==> src/rtl/dmem_bridge.sv <==
// Data-memory bridge between the CPU memory stage and a req/ack external bus.
// Has a one-entry write-through read cache so repeated loads of one word skip the bus.
module dmem_bridge #(
    parameter int TIMEOUT = 255
) (
    input  logic        clk,
    input  logic        reset,
    input  logic [31:0] mem_addr,
    input  logic [31:0] mem_write_data,
    input  logic        mem_wr,
    input  logic        mem_rd,
    output logic [31:0] mem_read_data,
    output logic        stall,
    output logic        bus_req,
    output logic        bus_we,
    output logic [31:0] bus_addr,
    output logic [31:0] bus_wdata,
    input  logic        bus_ack,
    input  logic [31:0] bus_rdata,
    input  logic        bus_err,
    output logic        err_flag
);

    typedef enum logic [1:0] {
        IDLE,
        REQ,
        DONE
    } state_t;

    state_t      state;
    state_t      state_next;
    logic [31:0] rdata_q;
    logic        cache_valid;
    logic [31:0] cache_tag;
    logic [31:0] cache_data;
    logic [7:0]  cnt;

    logic hit;
    logic rd_only;
    logic issue;
    logic expired;

    assign hit     = cache_valid && (cache_tag == mem_addr);
    assign rd_only = mem_rd && !mem_wr;
    assign issue   = mem_wr || (rd_only && !hit);
    // cnt holds the number of REQ cycles already completed
    assign expired = (cnt == 8'(TIMEOUT - 1));

    // stall depends only on state, request and hit; never on the bus response
    always_comb begin
        state_next    = state;
        stall         = 1'b0;
        mem_read_data = rdata_q;
        case (state)
            IDLE: begin
                if (issue) begin
                    stall      = 1'b1;
                    state_next = REQ;
                end else if (rd_only) begin
                    mem_read_data = cache_data;
                end
            end
            REQ: begin
                stall = 1'b1;
                if (bus_err || bus_ack || expired) begin
                    state_next = DONE;
                end
            end
            DONE: begin
                state_next = IDLE;
            end
            default: begin
                state_next = IDLE;
            end
        endcase
    end

    always_ff @(posedge clk or posedge reset) begin
        if (reset) begin
            state <= IDLE;
        end else begin
            state <= state_next;
        end
    end

    always_ff @(posedge clk or posedge reset) begin
        if (reset) begin
            bus_req     <= 1'b0;
            bus_we      <= 1'b0;
            bus_addr    <= '0;
            bus_wdata   <= '0;
            rdata_q     <= '0;
            cache_valid <= 1'b0;
            cache_tag   <= '0;
            cache_data  <= '0;
            err_flag    <= 1'b0;
            cnt         <= '0;
        end else begin
            case (state)
                IDLE: begin
                    if (issue) begin
                        bus_req   <= 1'b1;
                        bus_we    <= mem_wr;
                        bus_addr  <= mem_addr;
                        bus_wdata <= mem_write_data;
                        cnt       <= '0;
                    end
                end
                REQ: begin
                    cnt <= cnt + 8'd1;
                    if (bus_err) begin
                        bus_req  <= 1'b0;
                        rdata_q  <= '0;
                        err_flag <= 1'b1;
                    end else if (bus_ack) begin
                        bus_req <= 1'b0;
                        if (!bus_we) begin
                            rdata_q     <= bus_rdata;
                            cache_valid <= 1'b1;
                            cache_tag   <= bus_addr;
                            cache_data  <= bus_rdata;
                        end else if (cache_valid && (cache_tag == bus_addr)) begin
                            cache_data <= bus_wdata;
                        end
                    end else if (expired) begin
                        bus_req  <= 1'b0;
                        rdata_q  <= 32'hDEADBEEF;
                        err_flag <= 1'b1;
                    end
                end
                default: begin
                end
            endcase
        end
    end

endmodule

==> config.mk <==
export PLATFORM = sky130hd
export DESIGN_NAME = dmem_bridge
export DESIGN_NICKNAME = d
export VERILOG_FILES = /design/src/rtl/dmem_bridge.sv
export SDC_FILE = /design/constraint.sdc
export NUM_CORES = 1
export LEC_CHECK = 0
export ABC_AREA = 1
export BUFFER_PORTS_ARGS = -buffer_cell sky130_fd_sc_hd__buf_2
export CAP_MARGIN = 20
export CORE_MARGIN = 10
export CORE_UTILIZATION = 59
export DETAILED_ROUTE_END_ITERATION = 8
export GPL_ROUTABILITY_DRIVEN = 0
export PLACE_DENSITY = 0.93
export SLEW_MARGIN = 20
export SYNTH_ARGS = -nofsm -noshare
export SYNTH_HDL_FRONTEND = slang
export SYNTH_SLANG_ARGS = --single-unit
==> constraint.sdc <==
create_clock -name clk -period 13.6 [get_ports clk]
set_input_delay 1.36 -clock clk [delete_from_list [all_inputs] [get_ports clk]]
set_output_delay 1.36 -clock clk [all_outputs]
set_load 0.05 [all_outputs]
==> key figures, run 1 <==
Power and ir drop
  • Switching power share of the total: 50.9%
  • Power Density: 277 nW/um2
  • Leakage: 5.68 nW
  • Clock power frac: 18.1%
  • Int Pwr: 1.41 mW
  • Peak VDD IR: 0.000152 V
  • Flop pwr share: 33.0%
  • Power Total: 2.87 mW
  • Combinational fraction of design power: 48.9%
  • Net Sw Power: 1.46 mW

Die
  • Initial core utilization: 60.1%
  • Die area: 20000 um2
  • CORE AREA: 14500 um2
  • Row count: 44
  • Die height: 141 um
  • I/O pin cnt: 202
  • Die Span X: 141 um

Clocking
  • H-tree depth: 4
  • Hold-fix buffers at CTS: 0
  • Total CTS buffers: 17
  • Longest Clk Path Bufs: 2
  • Post-CTS setup buffer count: 0
  • Clock-pin slew on the worst setup and hold paths: 0.06 ns
  • # clock sinks: 174
  • CTS resizes: 0
  • CTS tree: done
  • Clk_lat worst skew: 0.44 ns
  • CTS root buffer: clkbuf_16

Critical path
  • Critical path launch point type: input port
  • Crit path max fanout: 98
  • Reg2reg setup slack: 10.60 ns
  • R2R depth: 8
  • WS Path Type: in2out
  • R2R Path Start: state[1]
  • Worst Setup End Kind: output port
  • Arrival @ worst endpoint: 3.89 ns
  • CP Cell Sequence: buf_2 -> xnor2_1 -> nand2_1 -> nor2_1 -> nand2_1 -> nor2_1 -> nand2_1 -> nand2_1 -> nand2_4 -> nand2_4 -> nand2_1 -> buf_2
  • Largest stage delay on the critical path: 0.84 ns
  • Worst path required time: 12.24 ns
  • Critical Path Start: mem_addr[20]
  • Worst R2R End: cache_data[25]
  • Most used cell, CP: nand2_1
  • Critical path's slowest cell: nand2_4

Logic synthesis
  • Async set-or-reset flop fraction in the synthesized netlist: 100%
  • Register bit total from synthesis: 174
  • Dominant cells by area after synthesis: dfrtp_1 50%, nand2_1 21%, o21ai_0 6.3%
  • Avg Cell Area, Syn: 7.43 um2
  • Post-Syn Instances: 1172
  • Top cell type's share of synthesized area: 50.0%
  • Post-synth EDFFs: 0
  • Mapped Area: 8710 um2
  • Cell taking the most area after synthesis: dfrtp_1
  • Mapped Nets: 1276
  • Seq/Total Area, Yosys: 50.0%
  • Most used flip-flop cell after synthesis: dfrtp_1
  • Number of synthesis warnings: 0
  • Netlist cell types: 33

Detailed routing
  • Routed WL: 25.8 mm
  • Met1 WL: 9.91 mm
  • WL per Instance: 16.8 um
  • Antenna Nets Post-Route: 0
  • Residual DRC count: 0
  • Via Count: 8423
  • Met2 wire length: 12.5 mm
  • Iteration-0 DRC Markers: 884
  • Met3 WL post-DR: 2.37 mm
  • Pre-antenna DRT Iters: 6
  • Top layer used by detailed routing: met5
  • Via-per-instance ratio: 5.47

Timing
  • Min Tclk post-route: 5.25 ns
  • Final setup vio count: 0
  • RSZ-0062 raised after global routing: no
  • Setup_tns: 0 ns
  • WHS: 0.475 ns
  • Final period util: 38.6%
  • Clock Skew: 0.00935 ns
  • Worst-margin pin slew: 1.03 ns
  • Slew HR: 31.2%
  • Fmax: 191 MHz
  • Setup ws final: 8.35 ns
  • Final Max Tran Viols: 0
  • Fin. Hold Viols: 0

Cells and area
  • Nets: 1445
  • Utilization after layout: 71.5%
  • Share of layout cells above drive strength 1: 19.2%
  • Area Growth Syn to Fin: 18.9%

Place
  • HPWL Detailed: 17.9 mm
  • Worst slack at placement: 8.40 ns
  • IO buf count: 201

Global routing
  • Initial antenna violation count: 1
  • Grt ovf: 0
  • Gr usage total: 25.5%
  • Global-route wire length before repair: 41.5 mm
  • Number of global-route vias before repair: 8348
  • Largest net degree at the start of global routing: 102

Flow run
  • Max cap viols: 0

Worst hold path
  • Worst Hold End: err_flag
  • HP Class: reg2reg
  • Hold Crit Depth: 2
  • Hold_sp: err_flag

Status
  • Status: complete, no violations
layout by cell type (no fill, tap or decap), types with 3 or more instances in the layout:
cell type / n
nand2_1: 479
buf_2: 201
dfrtp_1: 174
inv_1: 111
o21ai_0: 110
nand3_1: 93
o21ai_1: 46
nor2_1: 30
clkbuf_16: 17
o22ai_1: 8
xnor2_1: 8
xor2_1: 7
or2_2: 7
nand4_1: 7
a21oi_1: 6
buf_4: 6
inv_2: 5
nor3_1: 4
inv_6: 4
nand2_2: 3
clkbuf_8: 3
bufinv_16: 3
clkinv_4: 3
power by group through the flow:
stage	Sequential, mW	Clock, mW	Combinational, mW
3_5_place_dp	0.943	0	1.39
6_report	0.945	0.520	1.40
3_3_place_gp	0.934	0	1.36
5_1_grt	0.975	0.545	1.53
2_1_floorplan	1.23	0	0.745
4_1_cts	0.940	0.520	1.40
logic make-up after synthesis:
| group | share of synthesized area, % |
|---|---|
| and+or+nand+nor | 29.6 |
| AOI/OAI and AO/OA | 10.3 |
| buffers and inverters | 8.25 |
| DFF | 50.0 |
| xor gates and xnor gates | 1.51 |
| adders and majority gates | 0.287 |
synth_stat cells (all sizes together) (2+ instances only):
cell type	count
nand2	484
dfrtp	174
o21ai	156
inv	117
nand3	93
nor2	33
buf	29
clkbuf	28
nand4	8
o22ai	8
xnor2	8
or2	7
xor2	7
a21oi	6
nor3	4
a211oi	2
ha	2
nor2b	2
how the worst max path moves through the flow:
stage	slack (ns)	cells after the start	end
3_3_place_gp	8.44	12	stall
5_1_grt	8.17	15	stall
6_report	8.35	12	stall
4_1_cts	8.41	12	stall
3_5_place_dp	8.40	12	stall
2_1_floorplan	7.52	1	bus_addr[0]
metal layers:
metal | global-route usage, % | vias to the layer above
li1 | - | 4025
met3 | 6.64 | 68
met2 | 41.7 | 416
met5 | 0 | -
met4 | 12.6 | 2
met1 | 30.7 | 3912
flip-flops by register name, indices dropped and copies added, names as in the netlist:
register and count:
bus_addr 32, bus_req 1, bus_wdata 32, bus_we 1, cache_data 32, cache_tag 32
cache_valid 1, cnt 8, err_flag 1, rdata_q 32, state 2
area by class of cell:
type,count,area [um2]
inverters,117,444
clock inverters,11,155
well taps,184,230
multi-input cells,824,3640
clock buffers,21,470
repair buffers,207,1050
fillers,1090,4130
flip-flops and latches,174,4350
diodes,1,2.50
per-stage QoR:
stage / cells / cell area (um2)
after floorplan: 1172 / 8710
after global placement: 1506 / 9720
after detailed placement: 1506 / 9720
after CTS: 1538 / 10300
after global routing: 1538 / 10300
final: 1539 / 10300
worst max-delay path: cells and delay by family:
| family | cells | cell delay [ns] |
|---|---|---|
| buffers and inverters | 2 | 0.36 |
| XOR/XNOR | 1 | 0.16 |
| AND/OR/NAND/NOR | 9 | 1.95 |
Power figures use the tool's default switching activity.
==> run 2: changes to the inputs <==
- CORE_UTILIZATION: 59 -> 49
- PLACE_DENSITY: 0.93 -> 0.84
- clock period: 13.6 -> 4.8 ns (I/O delays scaled with it)
==> key figures, run 2 (synthesis gave the netlist of run 1 again) <==
Clocking
  • CTS tree: done
  • # clock sinks: 174 (unchanged)
  • Clk_lat worst skew: 0.44 ns (about the same)
  • Hold-fix buffers at CTS: 0 (unchanged)
  • Total CTS buffers: 17 (unchanged)
  • Longest Clk Path Bufs: 2 (unchanged)
  • CTS resizes: 0 (unchanged)
  • H-tree depth: 4 (unchanged)
  • Post-CTS setup buffer count: 0 (unchanged)
  • CTS root buffer: clkbuf_16
  • Clock-pin slew on the worst setup and hold paths: 0.07 ns (about the same)

Worst hold path
  • Hold_sp: mem_write_data[14]
  • Hold Crit Depth: 3 (+1)
  • HP Class: in2reg
  • Worst Hold End: bus_wdata[14]

Critical path
  • Critical path launch point type: flop
  • WS Path Type: reg2out
  • Critical path's slowest cell: nand4_2
  • Critical path's top delay family: simple AND/OR/NAND/NOR gates
  • Worst Path Buf+Inv: 3 (+1)
  • Reg2reg setup slack: 1.81 ns (-8.79 ns)
  • Largest stage delay on the critical path: 0.62 ns (-0.22 ns)
  • Worst R2R End: bus_addr[29]
  • Worst Setup End Kind: output port
  • CP Cell Sequence: nand2_1 -> nand2_1 -> inv_1 -> nand2_1 -> nor2_1 -> nor2b_1 -> nand2_1 -> nor2_1 -> nand4_2 -> buf_4 -> o21ai_1 -> buf_2
  • R2R Path Start: cache_tag[31]
  • Most used cell, CP: nand2_1
  • Crit path max fanout: 34 (-65%)
  • R2R depth: 12 (+4)
  • Arrival @ worst endpoint: 3.24 ns (-0.65 ns)
  • Worst path required time: 4.32 ns (-7.92 ns)

Die
  • CORE AREA: 17400 um2 (+20%)
  • Die area: 23500 um2 (+17%)
  • Die Span X: 153 um (+8.4%)
  • Die height: 153 um (+8.4%)
  • Row count: 48 (+9.1%)
  • Initial core utilization: 50.2% (-10 points)
  • I/O pin cnt: 202 (unchanged)

Power and ir drop
  • Flop pwr share: 33.2% (+0.2 points)
  • Switching power share of the total: 50.9% (about the same)
  • Int Pwr: 3.96 mW (+180%)
  • Combinational fraction of design power: 49.4% (+0.5 points)
  • Leakage: 5.68 nW (about the same)
  • Peak VDD IR: 0.000482 V (+220%)
  • Clock power frac: 17.4% (-0.7 points)
  • Power Density: 774 nW/um2 (+180%)
  • Power Total: 8.06 mW (+180%)
  • Net Sw Power: 4.11 mW (+180%)

Status
  • Status: complete, no violations

Timing
  • Final setup vio count: 0 (unchanged)
  • Clock Skew: 0.00832 ns (-0.00104 ns)
  • Fin. Hold Viols: 0 (unchanged)
  • Fmax: 269 MHz
  • Setup ws final: 1.08 ns (-7.27 ns)
  • Min Tclk post-route: 3.72 ns
  • Final Max Tran Viols: 0 (unchanged)
  • Final period util: 77.5%
  • Worst-margin pin slew: 1.02 ns (-0.0104 ns)
  • Slew HR: 31.9% (+0.69 points)
  • RSZ-0062 raised after global routing: no
  • Setup_tns: 0 ns (unchanged)
  • WHS: 0.269 ns (-0.206 ns)

Global routing
  • Largest net degree at the start of global routing: 175 (+72%)
  • Global-route wire length before repair: 41.4 mm (-0.25%)
  • Grt ovf: 0 (unchanged)
  • Initial antenna violation count: 0 (-1)
  • Number of global-route vias before repair: 8056 (-3.5%)
  • Layer with the highest usage: met2
  • Global routing usage on met1: 26.6% (-4.1 points)
  • Gr usage total: 21.4% (-4.2 points)
  • M3 GR Usage: 5.72% (-0.92 points)
  • Global Route met2 Usage: 35.0% (-6.6 points)

Cells and area
  • Share of layout cells above drive strength 1: 19.3% (+0.12 points)
  • Commonest non-fill, non-tap cell in the layout: nand2_1
  • Commonest cells after routing, fill and taps aside: 479 x nand2_1, 201 x buf_2, 174 x dfrtp_1, 111 x inv_1, 110 x o21ai_0
  • Final instance area: 10400 um2 (+0.68%)
  • Nets: 1447 (+0.14%)
  • Area Growth Syn to Fin: 19.7%
  • ANT cells: 0 (-1)
  • Layout filler cell count: 1571 (+44%)

Detailed routing
  • Antenna Nets Post-Route: 0 (unchanged)
  • WL per Instance: 16.2 um (-3.4%)
  • Routed WL: 25.6 mm (-0.73%)
  • Residual DRC count: 0 (unchanged)
  • Via-per-instance ratio: 5.25 (-4.0%)
  • Pre-antenna DRT Iters: 5 (-1)
  • Via Count: 8306 (-1.4%)
  • Iteration-0 DRC Markers: 724 (-18%)

Flow run
  • Max cap viols: 0 (unchanged)

Place
  • HPWL Detailed: 18.3 mm (+2.2%)
  • IO buf count: 201 (unchanged)
  • Placed Area: 9820 um2 (+1.1%)
  • Worst slack at placement: 1.37 ns (-7.03 ns)
-- run 2: changes by cell type in the layout (fill, tap and decap cells not counted) --
cell and change:
clkinv_4 -2, bufinv_16 -1, inv_6 -4, buf_12 +1, buf_16 +1, nor2_4 +1, clkinv_2 +3, diode_2 -1
clkinvlp_4 +3, nor2_2 -1, clkbuf_8 +1
-- run 2: stage by stage --
| stage | std cells | utilization (%) |
|---|---|---|
| floorplan | 1172 | - |
| global placement | 1548 | 56.4 |
| detailed placement | 1549 | 56.6 |
| CTS | 1581 | 60.0 |
| global route | 1581 | 60.0 |
| finish | 1581 | 60.0 |
-- run 2: area by class of cell --
class                           count  area (um2)  share of cell area (%)
Clock buffer                       22         484                    4.65
Timing Repair Buffer              209        1100                    10.5
Clock inverter                     10         111                    1.07
Multi-Input combinational cell    824        3650                    35.0
Tap cell                          225         282                    2.70
Sequential cell                   174        4350                    41.8
Inverter                          117         443                    4.25
-- run 2: per-layer routing --
layer / vias up / wire [um]
li1: 4030 / -
met1: 3927 / 10800
met2: 305 / 12300
met3: 44 / 1950
met4: 0 / 551
met5: - / 0
-- run 2: worst min-delay path: cells and delay by family --
family	cells	cell delay, ns
AND/OR/NAND/NOR	2	0.12
buffers and inverters	1	0.07
-- run 2: power groups by stage --
| stage | combinational (mW) | clock (mW) | sequential, mW |
|---|---|---|---|
| 2_1_floorplan | 2.11 | 0 | 3.48 |
| 3_3_place_gp | 3.89 | 0 | 2.66 |
| 3_5_place_dp | 3.99 | 0 | 2.68 |
| 4_1_cts | 4.01 | 1.41 | 2.67 |
| 5_1_grt | 4.36 | 1.48 | 2.76 |
| 6_report | 3.98 | 1.40 | 2.68 |
-- run 2: worst max-delay path by stage --
stage                  start                end  slack [ns]  depth (start not counted)
2_1_floorplan          reset        bus_addr[0]        2.10                          1
3_3_place_gp    mem_addr[17]   mem_read_data[1]        1.41                         14
3_5_place_dp    mem_addr[15]  mem_read_data[19]        1.37                         14
4_1_cts        cache_tag[17]  mem_read_data[19]        1.06                         12
5_1_grt        cache_tag[17]  mem_read_data[23]        0.75                         12
6_report       cache_tag[17]  mem_read_data[19]        1.08                         12
==> run 3: changes to the inputs <==
- clock period: 4.8 -> 3.1 ns (I/O delays scaled with it)
==> key figures, run 3 (synthesis gave the netlist of run 1 again) <==
Detailed routing
  • Routed WL: 25.7 mm (+0.30%)
  • Residual DRC count: 0 (unchanged)
  • Via Count: 8348 (+0.51%)
  • Iteration-0 DRC Markers: 759 (+4.8%)
  • Pre-antenna DRT Iters: 5 (unchanged)
  • WL per Instance: 16.2 um (-0.27%)
  • Met3 WL post-DR: 2.14 mm (+10%)
  • Via-per-instance ratio: 5.25 (about the same)
  • Met2 wire length: 12.3 mm (-0.44%)
  • Met1 WL: 10.7 mm (-0.64%)
  • Top layer used by detailed routing: met4
  • Antenna Nets Post-Route: 0 (unchanged)

Worst hold path
  • HP Class: in2reg

Critical path
  • Crit path max fanout: 64 (+88%)
  • Worst path required time: 2.79 ns (-1.53 ns)
  • WS Path Type: reg2out
  • Worst Setup End Kind: output port
  • Reg2reg setup slack: 0.74 ns (-1.07 ns)
  • Arrival @ worst endpoint: 2.51 ns (-0.73 ns)
  • Critical path launch point type: flop

Clocking
  • CTS root buffer: clkbuf_16
  • Total CTS buffers: 17 (unchanged)
  • Clock-pin slew on the worst setup and hold paths: 0.06 ns (about the same)
  • # clock sinks: 174 (unchanged)
  • Longest Clk Path Bufs: 2 (unchanged)
  • H-tree depth: 4 (unchanged)
  • CTS tree: done
  • Clk_lat worst skew: 0.43 ns (about the same)
  • Post-CTS setup buffer count: 0 (unchanged)

Die
  • Row count: 48 (unchanged)
  • CORE AREA: 17400 um2 (unchanged)
  • Initial core utilization: 50.2% (unchanged)
  • Die area: 23500 um2 (unchanged)
  • I/O pin cnt: 202 (unchanged)
  • Die Span X: 153 um (unchanged)
  • Die height: 153 um (unchanged)

Timing
  • Final setup vio count: 0 (unchanged)
  • Final Max Tran Viols: 0 (unchanged)
  • Setup ws final: 0.279 ns (-0.802 ns)
  • RSZ-0062 raised after global routing: no
  • Fin. Hold Viols: 0 (unchanged)
  • Fmax: 355 MHz
  • Slew HR: 55.7% (+24 points)
  • Final period util: 91.0%
  • Min Tclk post-route: 2.82 ns
  • Worst-margin pin slew: 0.663 ns (-0.357 ns)
  • WHS: 0.108 ns (-0.161 ns)
  • Clock Skew: 0.0113 ns (+0.00296 ns)
  • Setup_tns: 0 ns (unchanged)

Global routing
  • Number of global-route vias before repair: 8211 (+1.9%)
  • Largest net degree at the start of global routing: 73 (-58%)
  • Global-route wire length before repair: 42.0 mm (+1.5%)
  • Gr usage total: 21.6% (+0.23 points)
  • Initial antenna violation count: 1 (+1)
  • Grt ovf: 0 (unchanged)

Power and ir drop
  • Flop pwr share: 33.0% (-0.2 points)
  • Combinational fraction of design power: 49.3% (about the same)
  • Net Sw Power: 6.35 mW (+55%)
  • Clock power frac: 17.7% (+0.3 points)
  • Int Pwr: 6.20 mW (+57%)
  • Power Density: 1190 nW/um2 (+54%)
  • Peak VDD IR: 0.000708 V (+47%)
  • Leakage: 5.73 nW (+0.98%)
  • Switching power share of the total: 50.6% (-0.34 points)

Cells and area
  • Nets: 1456 (+0.62%)
  • Commonest non-fill, non-tap cell in the layout: nand2_1
  • Layout filler cell count: 1527 (-2.8%)
  • Area Growth Syn to Fin: 20.7%
  • Share of layout cells above drive strength 1: 19.6% (+0.33 points)
  • Commonest cells after routing, fill and taps aside: 479 x nand2_1, 201 x buf_2, 174 x dfrtp_1, 111 x inv_1, 110 x o21ai_0

Status
  • Status: complete, no violations

Place
  • HPWL Detailed: 18.4 mm (+0.66%)
  • IO buf count: 201 (unchanged)
  • Worst slack at placement: 0.747 ns (-0.624 ns)

Flow run
  • Max cap viols: 0 (unchanged)
[run 3: path summary, 6_finish.rpt]
check,startpoint,to,cells past startpoint
max,cache_tag[8],mem_read_data[5],12
min,mem_write_data[20],bus_wdata[20],3
max reg2reg,cache_tag[8],bus_addr[11],13
min reg2reg,err_flag,err_flag,2
max in group asynchronous,reset,cache_data[15],4
min in group asynchronous,reset,rdata_q[21],3
[run 3: per-stage QoR]
stage	std cells	cell area (um2)	util [%]	total power, mW
3_5_place_dp	1557	9890	57.0	10.3
4_1_cts	1589	10500	60.5	12.6
3_3_place_gp	1557	9890	57.0	10.2
6_report	1590	10500	60.6	12.6
2_1_floorplan	1172	8710	-	8.66
5_1_grt	1590	10500	60.6	13.4
[run 3: worst max-delay path: stages, from the launching register on]
cell     delay [ns]
dfrtp_1        0.38
inv_1          0.07
nand2_1        0.05
nand2_1        0.06
nor2_1         0.19
nand3_1        0.11
nor2b_1        0.12
nand2_1        0.05
nor2_1         0.15
nand4_2        0.12
buf_12         0.22
o21ai_1        0.22
buf_2          0.30
[run 3: power groups by stage]
stage	clock (mW)	sequential (mW)	combinational, mW
after floorplan	0	5.39	3.27
after global placement	0	4.11	6.07
after detailed placement	0	4.15	6.18
after CTS	2.25	4.13	6.23
after global routing	2.34	4.28	6.79
final	2.22	4.14	6.18
[run 3: cell type report]
type	count	area [um2]	share of cell area [%]
antenna	1	2.50	0.0238
clock buffer	22	474	4.51
clock inverter	9	135	1.29
inverter	117	443	4.21
multi-input combinational	824	3650	34.7
sequential	174	4350	41.4
tap	225	282	2.68
timing repair buffer	218	1170	11.2
[run 3: timing repair]
| action | in CTS | in global routing |
|---|---|---|
| hold endpoints to repair | 15 | 0 |
| resized for setup | 0 | 0 |
| hold buffers | 1 | 0 |
[run 3: layer usage]
| metal | track usage (%) | vias to the layer above |
|---|---|---|
| met3 | 5.78 | 44 |
| met2 | 35.3 | 361 |
| met5 | 0 | - |
| met1 | 27.1 | 3887 |
| met4 | 7.08 | 0 |
| li1 | - | 4056 |
